### config.mk
export PLATFORM = sky130hd
export DESIGN_NAME = lzc_wide_seq
export DESIGN_NICKNAME = d
export VERILOG_FILES = /design/src/rtl/lzc_wide_seq.sv
export SDC_FILE = /design/constraint.sdc
export NUM_CORES = 1
export LEC_CHECK = 0
export CORE_MARGIN = 4
export CORE_UTILIZATION = 30
export CTS_CLUSTER_SIZE = 20
export DETAILED_ROUTE_END_ITERATION = 10
export SETUP_SLACK_MARGIN = 0.02
export SYNTH_ARGS = -nofsm -noshare
export SYNTH_HDL_FRONTEND = slang
export SYNTH_SLANG_ARGS = --single-unit
### constraint.sdc
create_clock -name clk -period 58.9 [get_ports clk]
set_input_delay 11.78 -clock clk [delete_from_list [all_inputs] [get_ports clk]]
set_output_delay 11.78 -clock clk [all_outputs]
set_load 0.01 [all_outputs]
### src/rtl/lzc_wide_seq.sv
// Multi-cycle leading-zero counter: scans a wide operand one chunk per cycle,
// MSB chunk first, through a single shared chunk-wide LZC.
module lzc_wide_seq #(
    parameter int DATA_WIDTH  = 256,
    parameter int CHUNK_WIDTH = 64
) (
    input  logic                              clk,
    input  logic                              rst,
    input  logic                              in_valid,
    output logic                              in_ready,
    input  logic [DATA_WIDTH-1:0]             in_data,
    output logic                              out_valid,
    input  logic                              out_ready,
    output logic [$clog2(DATA_WIDTH+1)-1:0]   out_count,
    output logic                              out_is_zero,
    output logic                              busy
);
    localparam int NUM_CHUNKS = DATA_WIDTH / CHUNK_WIDTH;
    localparam int CNT_W      = $clog2(DATA_WIDTH + 1);
    localparam int IDX_W      = (NUM_CHUNKS > 1) ? $clog2(NUM_CHUNKS) : 1;
    localparam int LZ_W       = $clog2(CHUNK_WIDTH + 1);

    typedef enum logic [1:0] {IDLE, SCAN, DONE} state_t;

    state_t                  state, next_state;
    logic [DATA_WIDTH-1:0]   shift_reg;
    logic [IDX_W-1:0]        idx;
    logic [CHUNK_WIDTH-1:0]  top_chunk;
    logic [LZ_W-1:0]         chunk_lz;
    logic                    chunk_zero;
    logic                    last_chunk;

    function automatic logic [LZ_W-1:0] lzc_chunk(input logic [CHUNK_WIDTH-1:0] x);
        logic            found;
        logic [LZ_W-1:0] n;
        found = 1'b0;
        n     = '0;
        for (int i = CHUNK_WIDTH - 1; i >= 0; i--) begin
            if (!found) begin
                if (x[i]) found = 1'b1;
                else      n = n + LZ_W'(1);
            end
        end
        return n;
    endfunction

    assign top_chunk  = shift_reg[DATA_WIDTH-1 -: CHUNK_WIDTH];
    assign chunk_lz   = lzc_chunk(top_chunk);
    assign chunk_zero = ~|top_chunk;
    assign last_chunk = (idx == IDX_W'(NUM_CHUNKS - 1));

    assign in_ready  = (state == IDLE);
    assign out_valid = (state == DONE);
    assign busy      = (state != IDLE);

    always_ff @(posedge clk or posedge rst) begin
        if (rst) state <= IDLE;
        else     state <= next_state;
    end

    always_comb begin
        next_state = state;
        case (state)
            IDLE:    if (in_valid) next_state = SCAN;
            SCAN:    if (!chunk_zero || last_chunk) next_state = DONE;
            DONE:    if (out_ready) next_state = IDLE;
            default: next_state = IDLE;
        endcase
    end

    // Datapath: result registers stay untouched in DONE so they hold until handshake
    always_ff @(posedge clk or posedge rst) begin
        if (rst) begin
            shift_reg   <= '0;
            idx         <= '0;
            out_count   <= '0;
            out_is_zero <= 1'b0;
        end else begin
            case (state)
                IDLE: begin
                    if (in_valid) begin
                        shift_reg <= in_data;
                        idx       <= '0;
                    end
                end
                SCAN: begin
                    if (!chunk_zero) begin
                        out_count   <= CNT_W'(idx) * CNT_W'(CHUNK_WIDTH) + CNT_W'(chunk_lz);
                        out_is_zero <= 1'b0;
                    end else if (last_chunk) begin
                        out_count   <= CNT_W'(DATA_WIDTH);
                        out_is_zero <= 1'b1;
                    end else begin
                        shift_reg <= shift_reg << CHUNK_WIDTH;
                        idx       <= idx + IDX_W'(1);
                    end
                end
                default: ;
            endcase
        end
    end
endmodule
==> out/qor.csv, run 1 <==
metric,value,unit
run_status,completed,
synthFlopType,sky130_fd_sc_hd__dfrtp_1,
placed_area,25100,sq um
number_of_h_tree_levels,2,
fp.coreArea,71400,sq um
cp_slowest_stage_delay,0.57,ns
cts_tree,built,
antenna_found_initial,5,
layout.cell_area.non_filler,26200,sq um
yosysWarningCount,0,
max_freq,30.8,MHz
cts_clock_pin_slew_for_the_worst_setup_and_hold_paths,0.06,ns
synth.top_cells.by_area,"sky130_fd_sc_hd__dfrtp_1, sky130_fd_sc_hd__nand2_1, sky130_fd_sc_hd__nor2_1",
grt-ovfl-total,0,
critical_path.reg2reg.startpoint,shift_reg[253]$_DFFE_PP0P_,
synth-edff-count,0,
power_density,40.3,nW/um^2
hold_path_class,flop to flop,
die-width,276,um
setup-violations-final,0,
synthesized_netlist_net_count,3069,
postRouteWirelength,68.2,mm
grt_start_max_net_pins,168,
numPortBuffers,272,
grt_use_total,17.0,%
critical_path.most_common_cell,sky130_fd_sc_hd__ha_1,
fp.dieArea,76300,sq um
drive_gt1_share,5.41,%
avgRoutedWirePerCell,17.5,um
muxShareOfSynthArea,3.08,%
min_delay_path_depth,2,
skew_pair_late_insertion_delay,0.55,ns
detailedRoute.firstIterationViolations,1426,
cts_sinks,270,
async_reset_ff_share,100,%
placed_cells,3827,
worst_slew_margin_rel,29.7,%
drt_pre_antenna_iters,5,
setup-tns-final,0,ns
drc_errors,0,
power.leakage,10.6,nW
post_synth_xor_area_fraction,11.9,%
critical_path.max_fanout,13,
yosys.cell_types.count,97,
syn-mean-instance-area,7.86,sq um
worst_slack_at_placement,27.02,ns
endpoint_of_the_worst_register_to_register_path,out_count[7]$_DFFE_PP0P_,
cell_count_after_synthesis,2746,
worst_path_max_delay_cell,sky130_fd_sc_hd__a2111oi_0,
cts_post_setup_buffers_inserted,0,
synth_adder_area_share,4.12,%
netlist.area_leader.share,31.3,%
grt_first_pass_wirelength,107,mm
final_nets,3236,
routed-via-count,20059,
post_layout_nonfiller_instances,3891,
cts_inserted_buffers,34,
cp.required,59.33,ns
final.period_utilization,55.2,%
clk_root_buffer_cell,sky130_fd_sc_hd__clkbuf_16,
timing.final.max_slew_violations,0,
yosysTopAreaCell,sky130_fd_sc_hd__dfrtp_1,
row_count,98,
num_io_pins,273,
ff2ff_path_depth,175,
setup.worst_path.class,flop to flop,
synth_simple_gate_area_share,26.9,%
area.growth.synth_to_final,21.4,%
number_of_nets_with_antenna_violations_after_detailed_routing,0,
synth-compound-area-share,18.9,%
cp.arrival,32.91,ns
grt_pass1_vias,19019,
timing.critical_path.to_type,flop,
worstMarginPinSlew,1.04,ns
setup_repair_after_global_routing_missed_its_margin,no,
min_to,out_count[8]$_DFFE_PP0P_,
floorplan.initialDensity,30.2,%
final-hold-violation-count,0,
synth-seq-cells,270,
routabilityCongestion,0.898,
post-route-worst-setup-slack,26.41,ns
max_cap_violations,0,
cts_repair_resize_count,0,
min_from,out_count[8]$_DFFE_PP0P_,
ir_drop,0.0386,mV
viasPerCell,5.16,
finalCriticalPeriod,32.49,ns
largest_reg_flops,256,
setup_clock_skew_after_layout,0.0255,ns
dieHeight,276,um
post_cts_hold_buffer_count,0,
netlist_area,21600,sq um
largest_family_of_logic_cells_by_synthesized_area,simple AND/OR/NAND/NOR gates,
worst-r2r-setup-slack,26.41,ns
seq_area_frac_synth,31.3,%
start_kind,flop,
clock_tree.buffer_depth,3,
post-dp-hpwl,51.0,mm
## worst max-delay path, delay by kind of cell (launching register included)
family,cells,cell delay [ns]
fa+ha+maj,32,9.78
flops,1,0.48
xor+xnor,4,0.89
buf+inv,3,0.16
mux,22,4.03
compound gates,65,11.43
simple gates,49,5.58
## placed cells by master (no fill, tap or decap), types with 13 or more instances in the layout
cell type                         count
sky130_fd_sc_hd__nor2b_1             35
sky130_fd_sc_hd__xnor2_1            115
sky130_fd_sc_hd__nor4_1              16
sky130_fd_sc_hd__dfrtp_1            270
sky130_fd_sc_hd__ha_1                63
sky130_fd_sc_hd__nand2b_1            34
sky130_fd_sc_hd__inv_1               51
sky130_fd_sc_hd__a31oi_1            208
sky130_fd_sc_hd__clkbuf_16           35
sky130_fd_sc_hd__and3_1              20
sky130_fd_sc_hd__xnor3_1             17
sky130_fd_sc_hd__clkdlybuf4s50_1    272
sky130_fd_sc_hd__nor3_1              62
sky130_fd_sc_hd__a21o_1              13
sky130_fd_sc_hd__mux2_2              17
sky130_fd_sc_hd__a22o_1              70
sky130_fd_sc_hd__mux2i_1             45
sky130_fd_sc_hd__xor2_1              50
sky130_fd_sc_hd__nand3_1             51
sky130_fd_sc_hd__and2_1              17
sky130_fd_sc_hd__nand4_1             25
sky130_fd_sc_hd__o21ai_0             76
sky130_fd_sc_hd__buf_4               20
sky130_fd_sc_hd__a21oi_1            113
sky130_fd_sc_hd__a211oi_1            16
sky130_fd_sc_hd__or3_1               25
sky130_fd_sc_hd__nand2_1            559
sky130_fd_sc_hd__nor2_1             372
## worst max path at each step
stage / from / to / slack (ns) / depth (start not counted)
2_1_floorplan: shift_reg[255]$_DFFE_PP0P_ / out_count[7]$_DFFE_PP0P_ / 30.09 / 176
3_3_place_gp: shift_reg[253]$_DFFE_PP0P_ / out_count[7]$_DFFE_PP0P_ / 27.79 / 175
3_5_place_dp: shift_reg[253]$_DFFE_PP0P_ / out_count[7]$_DFFE_PP0P_ / 27.02 / 175
4_1_cts: shift_reg[253]$_DFFE_PP0P_ / out_count[7]$_DFFE_PP0P_ / 26.86 / 175
5_1_grt: shift_reg[253]$_DFFE_PP0P_ / out_count[7]$_DFFE_PP0P_ / 23.49 / 176
6_report: shift_reg[253]$_DFFE_PP0P_ / out_count[7]$_DFFE_PP0P_ / 26.41 / 175
## per-layer routing
| metal | routed length [um] | up-vias | track usage (%) |
|---|---|---|---|
| met3 | 3870 | 84 | 3.30 |
| li1 | - | 10066 | - |
| met4 | 1460 | 0 | 4.39 |
| met5 | 0 | - | 0 |
| met2 | 30600 | 427 | 27.0 |
| met1 | 32300 | 9482 | 23.9 |
## power by group
part	switching [mW]	internal [mW]	leakage, nW	total [mW]
Sequential	0.0944	0.273	3.10	0.367
Combinational	0.281	0.196	6.98	0.477
Clock	0.0867	0.126	0.563	0.213
Total	0.462	0.595	10.6	1.06
## layout make-up
class                           count  area, sq um
Clock buffer                       48         1010
Multi-Input combinational cell   2260        14000
Timing Repair Buffer              292         2870
Inverter                           55          221
Fill cell                        7472        45100
Antenna cell                        4         10.0
Clock inverter                     12          125
Sequential cell                   270         6760
Tap cell                          950         1190
## cell usage after synthesis, types with 6 or more instances
cell / number
sky130_fd_sc_hd__xor2_1: 50
sky130_fd_sc_hd__or2_2: 8
sky130_fd_sc_hd__xnor2_1: 115
sky130_fd_sc_hd__nand2b_1: 35
sky130_fd_sc_hd__nand2_1: 559
sky130_fd_sc_hd__a22oi_1: 8
sky130_fd_sc_hd__o22ai_1: 12
sky130_fd_sc_hd__dfrtp_1: 270
sky130_fd_sc_hd__nor3b_1: 11
sky130_fd_sc_hd__mux2_2: 17
sky130_fd_sc_hd__xnor3_2: 6
sky130_fd_sc_hd__o21a_1: 6
sky130_fd_sc_hd__maj3_1: 10
sky130_fd_sc_hd__nand3b_1: 10
sky130_fd_sc_hd__ha_1: 63
sky130_fd_sc_hd__nand3_1: 51
sky130_fd_sc_hd__nor2_1: 372
sky130_fd_sc_hd__a22o_1: 70
sky130_fd_sc_hd__a21oi_1: 113
sky130_fd_sc_hd__or3_1: 25
sky130_fd_sc_hd__mux2i_1: 45
sky130_fd_sc_hd__buf_2: 6
sky130_fd_sc_hd__a211oi_1: 16
sky130_fd_sc_hd__nor4_1: 16
sky130_fd_sc_hd__o21ai_0: 76
sky130_fd_sc_hd__xnor2_2: 12
sky130_fd_sc_hd__o21bai_1: 7
sky130_fd_sc_hd__buf_1: 8
sky130_fd_sc_hd__o31ai_1: 8
sky130_fd_sc_hd__or4_1: 6
sky130_fd_sc_hd__a31oi_1: 208
sky130_fd_sc_hd__nand4_1: 25
sky130_fd_sc_hd__inv_1: 52
sky130_fd_sc_hd__and4_1: 6
sky130_fd_sc_hd__and2_1: 18
sky130_fd_sc_hd__nor2b_1: 37
sky130_fd_sc_hd__xnor3_1: 17
sky130_fd_sc_hd__nor4b_1: 9
sky130_fd_sc_hd__clkbuf_1: 145
sky130_fd_sc_hd__nor3_1: 62
sky130_fd_sc_hd__xnor2_4: 6
sky130_fd_sc_hd__a21o_1: 13
sky130_fd_sc_hd__and3_1: 20
## metrics by stage
step                hold WS, ns  util [%]  total power [mW]
floorplan                 0.466         -             0.703
global placement          0.464      35.1             0.839
detailed placement        0.471      35.1             0.845
CTS                       0.482      36.7              1.06
global route              0.495      36.7              1.15
finish                    0.476      36.7              1.06
## kinds of logic (layout without fill, tap and decap cells)
logic type	after synthesis	count (layout)
AOI/OAI and AO/OA	615	615
xor gates and xnor gates	216	216
muxes	63	63
adders and majority gates	73	73
and+or+nand+nor	1293	1293
DFF	270	270
buffers and inverters	216	407
other	0	4
(Power assumes the default switching activity.)
==> inputs of run 2 (changes only) <==
clock period = 29.4 ns   (was 58.9 ns; I/O delays follow)
==> run 2 against run 1 <==
Net effect: die area unchanged; first-iteration DRC count down 9.3%; critical path type unchanged; combinational power up 140%.
==> out/qor.csv, run 2 (synthesis gave the netlist of run 1 again) <==
metric,value,unit
cp.arrival,29.13,ns
setup.worst_path.class,flop to flop,
viasPerCell,5.17,
numPortBuffers,272,
grt_use_total,17.1,%
antenna_found_initial,4,
area.growth.synth_to_final,26.4,%
critical_path.max_fanout,4,
drive_gt1_share,10.3,%
hold_path_class,flop to flop,
power.leakage,11.1,nW
cts_clock_pin_slew_for_the_worst_setup_and_hold_paths,0.06,ns
finalCriticalPeriod,28.69,ns
setup_clock_skew_after_layout,0.0212,ns
final_nets,3314,
grt_start_max_net_pins,216,
num_io_pins,273,
grt_pass1_vias,19458,
dieHeight,276,um
worstMarginPinSlew,1.07,ns
setup_repair_after_global_routing_missed_its_margin,yes,
worst_path_max_delay_cell,sky130_fd_sc_hd__dfrtp_1,
clock_tree.buffer_depth,3,
start_kind,flop,
placed_cells,3870,
row_count,98,
avgRoutedWirePerCell,17.5,um
final-hold-violation-count,0,
cts_inserted_buffers,34,
cts_sinks,270,
mostFrequentLayoutCell,sky130_fd_sc_hd__nand2_1,
timing.critical_path.to_type,flop,
cts_tree,built,
skew_pair_late_insertion_delay,0.56,ns
final_util,38.2,%
post_layout_nonfiller_instances,3965,
post_cts_hold_buffer_count,0,
timing.final.max_slew_violations,0,
postRouteWirelength,69.3,mm
routabilityCongestion,0.892,
max_freq,34.9,MHz
routed-via-count,20497,
number_of_nets_with_antenna_violations_after_detailed_routing,0,
run_status,completed,
grt-ovfl-total,0,
drt_pre_antenna_iters,6,
ir_drop,0.0537,mV
setup-violations-final,0,
drc_errors,0,
fp.coreArea,71400,sq um
clk_root_buffer_cell,sky130_fd_sc_hd__clkbuf_16,
fp.dieArea,76300,sq um
post-dp-hpwl,51.2,mm
detailedRoute.firstIterationViolations,1294,
cp_slowest_stage_delay,0.42,ns
total_power,2.29,mW
worst_slew_margin_rel,28.3,%
critical_path.most_common_cell,sky130_fd_sc_hd__ha_1,
cp.required,29.84,ns
largest_reg_flops,256,
layout.cell_area.non_filler,27300,sq um
die-width,276,um
floorplan.initialDensity,30.2,%
placed_area,25400,sq um
power_density,84.0,nW/um^2
number_of_h_tree_levels,2,
grt_first_pass_wirelength,108,mm
finalHoldWorstSlack,0.496,ns
max_cap_violations,0,
layout.cells.most_common_list,"sky130_fd_sc_hd__nand2_1, sky130_fd_sc_hd__nor2_1, sky130_fd_sc_hd__clkdlybuf4s50_1",
final.period_utilization,97.6,%
[run 2: cell type report]
cell class	count	area [sq um]
antenna	2	5.00
timing repair buffer	370	3470
clock buffer	46	966
multi-input combinational	2260	14500
sequential	270	6760
fill	7431	44100
tap	950	1190
inverter	55	221
clock inverter	12	145
[run 2: worst paths after layout]
path                            cells after the start  slack [ns]                   endpoint                       start
worst max-delay path                              171        0.71   out_count[7]$_DFFE_PP0P_  shift_reg[254]$_DFFE_PP0P_
worst min-delay path                                1        0.50  shift_reg[30]$_DFFE_PP0P_   shift_reg[30]$_DFFE_PP0P_
worst max register to register                    171        0.71   out_count[7]$_DFFE_PP0P_  shift_reg[254]$_DFFE_PP0P_
worst min register to register                      1        0.50  shift_reg[30]$_DFFE_PP0P_   shift_reg[30]$_DFFE_PP0P_
max in group asynchronous                           4       21.06  shift_reg[84]$_DFFE_PP0P_                         rst
min in group asynchronous                           2        5.94  shift_reg[51]$_DFFE_PP0P_                         rst
[run 2: metal layers]
layer / global-route usage [%] / part of all wire (%) / vias up
li1: - / - / 10218
met4: 3.70 / 1.6 / 2
met2: 27.6 / 46 / 466
met3: 3.61 / 5.9 / 75
met5: 0 / 0.010 / -
met1: 23.6 / 46 / 9736
[run 2: metrics by stage]
step	setup TNS (ns)	setup slack (ns)
finish	0	0.713
floorplan	0	0.588
global placement	0	0.210
detailed placement	-1.49	-0.609
CTS	0	0.0337
global route	-3.24	-1.15
[run 2: timing repair]
item | in CTS | in global routing
gates cloned | 0 | 0
resized for setup | 18 | 101
pin swaps | 13 | 123
setup endpoints to repair | 3 | 8
setup buffers | 8 | 27
[run 2: where the power goes]
part | internal (mW) | total (mW) | switching [mW]
Clock | 0.243 | 0.418 | 0.176
Combinational | 0.510 | 1.14 | 0.631
Sequential | 0.547 | 0.735 | 0.188
Total | 1.30 | 2.29 | 0.995
[run 2: critical path, delay by kind of cell, from the launching register on]
kind	cells	cell delay (ns)
AOI/OAI and AO/OA	62	9.17
xor gates and xnor gates	5	0.99
adders and majority gates	33	9.04
buffers and inverters	7	0.58
DFF	1	0.42
muxes	20	3.72
and+or+nand+nor	44	4.68
